--- config.mk ---
export PLATFORM = sky130hd
export DESIGN_NAME = ysyx_24100005_fetch_ctrl
export DESIGN_NICKNAME = d
export VERILOG_FILES = /design/src/rtl/ysyx_24100005_fetch_ctrl.sv
export SDC_FILE = /design/constraint.sdc
export NUM_CORES = 1
export LEC_CHECK = 0
export CELL_PAD_IN_SITES_DETAIL_PLACEMENT = 1
export CELL_PAD_IN_SITES_GLOBAL_PLACEMENT = 2
export CORE_ASPECT_RATIO = 1.75
export CORE_MARGIN = 2
export CORE_UTILIZATION = 27
export DETAILED_ROUTE_END_ITERATION = 8
export PLACE_DENSITY_LB_ADDON = 0.1
export SETUP_SLACK_MARGIN = 0.15
export SLEW_MARGIN = 20
export SYNTH_ARGS = -nofsm -noshare
export SYNTH_HDL_FRONTEND = slang
export SYNTH_SLANG_ARGS = --single-unit
--- constraint.sdc ---
create_clock -name clk -period 4.2 [get_ports clk]
set_clock_uncertainty 0.2 [all_clocks]
set_input_delay 0.84 -clock clk [delete_from_list [all_inputs] [get_ports clk]]
set_output_delay 0.84 -clock clk [all_outputs]
set_load 0.03 [all_outputs]
--- src/rtl/ysyx_24100005_fetch_ctrl.sv ---
// rtl/ysyx_24100005_fetch_ctrl.sv - instruction-fetch sequencer owning the PC
//
// Purpose: issues one instruction-memory request at a time from the PC, buffers
// the response for decode, advances PC by 4 when decode consumes the instruction,
// and overwrites PC on redirects (branch/jump/trap).
//
// Ports:
//   clk, rst                    clock, asynchronous active-high reset
//   halt                        blocks issue of new requests while in S_REQ
//   redirect_valid/redirect_pc  one-cycle redirect pulse and target
//   imem_req_*                  request channel (valid/ready, addr = PC)
//   imem_rsp_*                  response channel (always accepted)
//   inst_valid/inst_ready       buffered instruction handshake toward decode
//   inst, inst_pc, inst_fault   buffered instruction, its PC, access-fault flag
//   perf_fetch_cnt/perf_stall_cnt  only with YSYX_24100005_FETCH_PERF_EN defined
//
// Optional feature macro: YSYX_24100005_FETCH_PERF_EN

module ysyx_24100005_fetch_ctrl #(
    parameter int              XLEN     = 32,
    parameter logic [XLEN-1:0] RESET_PC = 32'h8000_0000
) (
    input  logic            clk,
    input  logic            rst,
    input  logic            halt,
    input  logic            redirect_valid,
    input  logic [XLEN-1:0] redirect_pc,
    output logic            imem_req_valid,
    input  logic            imem_req_ready,
    output logic [XLEN-1:0] imem_req_addr,
    input  logic            imem_rsp_valid,
    input  logic [31:0]     imem_rsp_data,
    input  logic            imem_rsp_err,
    output logic            inst_valid,
    input  logic            inst_ready,
    output logic [31:0]     inst,
    output logic [XLEN-1:0] inst_pc,
    output logic            inst_fault
`ifdef YSYX_24100005_FETCH_PERF_EN
   ,output logic [31:0]     perf_fetch_cnt,
    output logic [31:0]     perf_stall_cnt
`endif
);

    typedef enum logic [1:0] {
        S_REQ  = 2'd0,
        S_WAIT = 2'd1,
        S_HOLD = 2'd2
    } state_t;

    state_t          state_q, state_d;
    logic [XLEN-1:0] pc_q, pc_d;
    logic            drop_q, drop_d;
    logic [31:0]     inst_q, inst_d;
    logic [XLEN-1:0] inst_pc_q, inst_pc_d;
    logic            inst_fault_q, inst_fault_d;

    always_ff @(posedge clk or posedge rst) begin
        if (rst) begin
            state_q      <= S_REQ;
            pc_q         <= RESET_PC;
            drop_q       <= 1'b0;
            inst_q       <= 32'h0;
            inst_pc_q    <= RESET_PC;
            inst_fault_q <= 1'b0;
        end else begin
            state_q      <= state_d;
            pc_q         <= pc_d;
            drop_q       <= drop_d;
            inst_q       <= inst_d;
            inst_pc_q    <= inst_pc_d;
            inst_fault_q <= inst_fault_d;
        end
    end

    always_comb begin
        state_d      = state_q;
        pc_d         = pc_q;
        drop_d       = drop_q;
        inst_d       = inst_q;
        inst_pc_d    = inst_pc_q;
        inst_fault_d = inst_fault_q;

        // Request is masked while reset is held so nothing is accepted mid-reset.
        imem_req_valid = (state_q == S_REQ) && !halt && !rst;
        imem_req_addr  = pc_q;
        inst_valid     = (state_q == S_HOLD);
        inst           = inst_q;
        inst_pc        = inst_pc_q;
        inst_fault     = inst_fault_q;

        case (state_q)
            S_REQ: begin
                if (imem_req_valid && imem_req_ready) begin
                    state_d = S_WAIT;
                    // The accepted address is the old PC; its response must be thrown away.
                    drop_d  = redirect_valid;
                end
            end
            S_WAIT: begin
                if (imem_rsp_valid) begin
                    if (drop_q || redirect_valid) begin
                        drop_d  = 1'b0;
                        state_d = S_REQ;
                    end else begin
                        inst_d       = imem_rsp_data;
                        inst_pc_d    = pc_q;
                        inst_fault_d = imem_rsp_err;
                        state_d      = S_HOLD;
                    end
                end else if (redirect_valid) begin
                    drop_d = 1'b1;
                end
            end
            S_HOLD: begin
                if (redirect_valid) begin
                    state_d = S_REQ;
                end else if (inst_ready) begin
                    pc_d    = pc_q + XLEN'(4);
                    state_d = S_REQ;
                end
            end
            default: state_d = S_REQ;
        endcase

        // Redirect wins over the sequential PC+4 update in every state.
        if (redirect_valid) begin
            pc_d = redirect_pc;
        end
    end

`ifdef YSYX_24100005_FETCH_PERF_EN
    logic [31:0] perf_fetch_q, perf_fetch_d;
    logic [31:0] perf_stall_q, perf_stall_d;

    always_ff @(posedge clk or posedge rst) begin
        if (rst) begin
            perf_fetch_q <= 32'h0;
            perf_stall_q <= 32'h0;
        end else begin
            perf_fetch_q <= perf_fetch_d;
            perf_stall_q <= perf_stall_d;
        end
    end

    always_comb begin
        perf_fetch_d = perf_fetch_q;
        perf_stall_d = perf_stall_q;
        if (inst_valid && inst_ready) begin
            perf_fetch_d = perf_fetch_q + 32'd1;
        end
        if ((state_q == S_WAIT) || (imem_req_valid && !imem_req_ready)) begin
            perf_stall_d = perf_stall_q + 32'd1;
        end
    end

    assign perf_fetch_cnt = perf_fetch_q;
    assign perf_stall_cnt = perf_stall_q;
`endif

endmodule

# ---- After elaboration in Yosys (flattened, before gate mapping)
# Index checks and enable logic that the tools add are counted.
dict set report totals {
  register_bits 100
  latchBits 0
  ramBits 0
  romBits 0
  inputBits 72
  output_inout_bits 99
  wordCells 43
  n_memories 0
}
dict set report op_classes {
  add_sub_neg 1
  multipliers 0
  div_mod_pow 0
  order_cmp 0
  n_eq_ne 7
  shift 0
  muxes 14
  n_bitwise 1
  reduce_logical 14
}
# operator count
set op_table {}
lappend op_table {{$mux 32} 3}
lappend op_table {{$add 32x3->32 const B} 1}
lappend op_table {{$mux 2} 5}
lappend op_table {{$ne 3x3->1 const B} 2}
lappend op_table {{$pmux 2 s3} 1}
lappend op_table {{$reduce_and 3->1} 2}
lappend op_table {{$reduce_bool 2->1} 3}
lappend op_table {{$mux 1} 4}
lappend op_table {{$reduce_and 4->1} 1}
lappend op_table {{$logic_and 1x1->1} 3}
lappend op_table {{$ne 3x2->1 const B} 1}
lappend op_table {{$eq 2x1->1 const B} 1}
lappend op_table {{$eq 2x2->1 const B} 1}
lappend op_table {{$logic_not 1->1} 2}
lappend op_table {{$logic_not 2->1} 1}
lappend op_table {{$ne 2x1->1 const B} 1}
lappend op_table {{$ne 2x2->1 const B} 1}
lappend op_table {{$pmux 1 s2} 1}
lappend op_table {{$reduce_and 2->1} 1}
lappend op_table {{$logic_or 1x1->1} 1}
lappend op_table {{$not 1->1} 1}

# ---- Logic depth before layout (Yosys ltp)
dict set report depth {
  ltp_word 6
  mapped_depth 7
  depth_no_buf 5
}

# ---- Worst setup path after synthesis
# No wires, ideal clock.
dict set report synth_timing {
  kind {in2out}
  from {input halt}
  to {output imem_req_valid}
  arrival_ns 1.990
  required_ns 3.160
  slack_ns 1.170
  stages 1
  n_path_buf 0
  cell_sequence {nor4_1}
}
dict set report synth_between {
  elab_chain_cells 3
}
# item line_no
set synth_rtl {}
lappend synth_rtl {{start, declared} 25} ;# input logic halt,
lappend synth_rtl {{$logic_not 1->1} 85} ;# imem_req_valid = (state_q == S_REQ) && !halt && !rst;
lappend synth_rtl {{$logic_and 1x1->1 (2 in series)} 85}
lappend synth_rtl {{end, declared} 28} ;# output logic imem_req_valid,
# Every way passes these cells.

# ---- Final worst setup path
dict set report layout_timing {
  from {input rst}
  to {output imem_req_valid}
}
dict set report layout_between {
  elab_chain_cells 2
}
# item line_no
set layout_rtl {}
lappend layout_rtl {{start, declared} 24} ;# input logic rst,
lappend layout_rtl {{$logic_not 1->1} 85}
lappend layout_rtl {{$logic_and 1x1->1} 85}
# Every way passes these cells.

==> impl_metrics.csv <==
group,metric,value,unit
pwr,leakage,2.57,nW
route,antenna_left,0,
clocking,postCtsSetupRepairBufs,0,
die,io_pins,171,
logic_synthesis,synth_top_family_by_area,"multiplexers",
die,rows,61,
setup_path,cp-start-kind,"primary input",
finish,nNetsFinal,598,
timing,rsz0062_at_grt,"no",
die,start_util,27.4,%
placed_design,placement.io_buffers,170,
route,drc_errors,0,
logic_synthesis,syn_inst,359,
logic_synthesis,synth_area,4340,um^2
logic_synthesis,synthesis.nets,432,
timing,fin_crit_sh,85.1,%
clocking,hold_buffers,0,
finish,final_cell_mix,"clkdlybuf4s50_1, dfrtp_1, mux2_2",
setup_path,cp-end-kind,"primary output",
finish,stdcell_area,6540,um^2
timing,setup_viol,0,
global_route,grt_overflow_total,0,
timing,drv_slew,0,
timing,slew_headroom,57.6,%
timing,fmax,280,MHz
setup_path,reg2reg_slack,1.37,ns
setup_path,required,3.16,ns
logic_synthesis,synth-simple-area-share,12.3,%
logic_synthesis,synth_compound_gate_area_share,7.36,%
logic_synthesis,synth-xor-area-share,2.02,%
placed_design,place_hpwl,9670,um
logic_synthesis,synth_edf_count,0,
outcome,status,"finished clean",
route,post_drt_wl_per_cell,18.4,um
logic_synthesis,synth_area_leader_cell,"dfrtp_1",
pwr,ir_drop,0.243,mV
pwr,power.density,610,nW/um^2
placed_design,place_area,6260,um^2
global_route,grt_pass1_wl,20900,um
logic_synthesis,synth_top_area_share,56.6,%
placed_design,post-place-ws,0.618,ns
logic_synthesis,synthAdderAreaFrac,0.289,%
logic_synthesis,synth_cell_types,32,
logic_synthesis,synth-async-reset-ratio,100,%
finish,area_growth,50.9,%
finish,utilization,41.4,%
clocking,cts_sinks,100,
route,viasPerCell,4.92,
die,core-area,15800,um^2
setup_path,crit_arrival,2.53,ns
logic_synthesis,synthFlopType,"dfrtp_1",
route,finalWirelength,13200,um
route,drt-initial-drc-count,75,
clocking,clk_pin_slew,0.07,ns
logic_synthesis,yosys_warnings,0,
setup_path,path_class,"primary input to primary output",
timing,setup_ws,0.627,ns
logic_synthesis,yosys-top-cells-area,"dfrtp_1, mux2_2, or4_1",
clocking,insertion_delay,0.34,ns
logic_synthesis,synth-seq-area-share,57.8,%
finish,drive_above_1_share,17.5,%
setup_path,crit_fanout,4,
clocking,root_buffer,"clkbuf_16",
finish,final_common_cell,"clkdlybuf4s50_1",
pwr,power,0.00399,W
global_route,grt_max_degree,58,
global_route,antenna_found_initial,0,
timing,final.min_clock_period,3.57,ns
die,dieArea,17100,um^2
flow_run,max_cap_viol_count,0,
clocking,tritoncts,"yes",
die,die_h,172,um
placed_design,routabilityCongestion,0.721,
global_route,grt_pass1_vias,3825,
route,first_pass_iters,4,
timing,worst_pin_slew,0.632,ns
clocking,cts_max_path_buffers,2,
timing,fin_tns_setup,0,ns
clocking,ctsResizeCount,0,
logic_synthesis,synth.avg_cell_area,12.1,um^2
logic_synthesis,synth.ff_latch_count,100,
finish,n_antenna_cell,0,
die,die_w,99.8,um
clocking,numCtsBuffers,9,
clocking,h-tree-depth,3,
route,vias,3539,
min_path,hold_class,"register to register",
global_route,grt.total_usage,15.7,%
timing,hold_violations,0,
logic_synthesis,synth_mux_area_share,17.6,%
[area by class of cell]
| cell class | instances | area [um^2] |
|---|---|---|
| Fill cell | 1725 | 9260 |
| Clock inverter | 6 | 47.5 |
| Sequential cell | 100 | 2500 |
| Clock buffer | 10 | 229 |
| Inverter | 10 | 40.0 |
| Multi-Input combinational cell | 230 | 1730 |
| Timing Repair Buffer | 174 | 1760 |
| Tap cell | 189 | 236 |
[cell usage after synthesis (4+ instances only)]
cell type and n:
mux2_2 67, or4_1 14, or3_1 10, a31oi_1 16
nor2_1 20, dfrtp_1 98, nor4_1 4, nand3_1 11
o31ai_1 9, xnor2_1 9, nand2_1 24, o21ai_0 19
clkbuf_1 16, inv_1 9, nand4_1 6
[per-stage QoR]
stage,hold WS [ns],instances
after floorplan,0.338,359
after global placement,0.289,703
after detailed placement,0.296,703
after CTS,0.312,719
after global routing,0.329,719
final,0.308,719
[critical path: stages]
cell             delay, ns
clkdlybuf4s50_1       0.47
nor4_1                0.45
clkdlybuf4s50_1       0.78
[power by group]
group / switching [W] / leakage (nW) / internal, W / total, W
clock network: 0.000381 / 0.127 / 0.000408 / 0.000789
registers: 0.000191 / 1.20 / 0.00127 / 0.00146
logic: 0.000933 / 1.24 / 0.000801 / 0.00173
total: 0.00151 / 2.57 / 0.00248 / 0.00399
[sequential cells by signal, indices dropped and copies added, names as in the netlist]
| signal | count |
|---|---|
| state_q | 2 |
| inst_pc | 32 |
| inst | 32 |
| inst_fault | 1 |
| drop_q | 1 |
| imem_req_addr | 32 |
[kinds of logic after synthesis]
group | count (synthesis)
AOI/OAI and AO/OA | 52
adders and majority gates | 1
DFF | 100
muxes | 68
buffers and inverters | 29
xor gates and xnor gates | 10
and+or+nand+nor | 99
[worst paths after layout]
| path | start | endpoint | depth (start not counted) |
|---|---|---|---|
| max | rst | imem_req_valid | 3 |
| min | inst_pc[25]$_DFFE_PP0P_ | inst_pc[25]$_DFFE_PP0P_ | 1 |
| max reg2reg | imem_req_addr[2]$_DFFE_PP0P_ | imem_req_addr[30]$_DFFE_PP0P_ | 5 |
| min reg2reg | inst_pc[25]$_DFFE_PP0P_ | inst_pc[25]$_DFFE_PP0P_ | 1 |
| max in group asynchronous | rst | imem_req_addr[31]$_DFFE_PP1P_ | 3 |
| min in group asynchronous | rst | imem_req_addr[17]$_DFFE_PP0P_ | 2 |
[metal layers]
metal	part of all wire [%]	vias up	GRT usage, %
li1	-	1634	-
met1	37	1807	17.8
met2	57	91	29.2
met3	4.5	7	3.17
met4	1.0	0	4.53
met5	0	-	0
No activity file was read; power rests on OpenSTA's default activity.
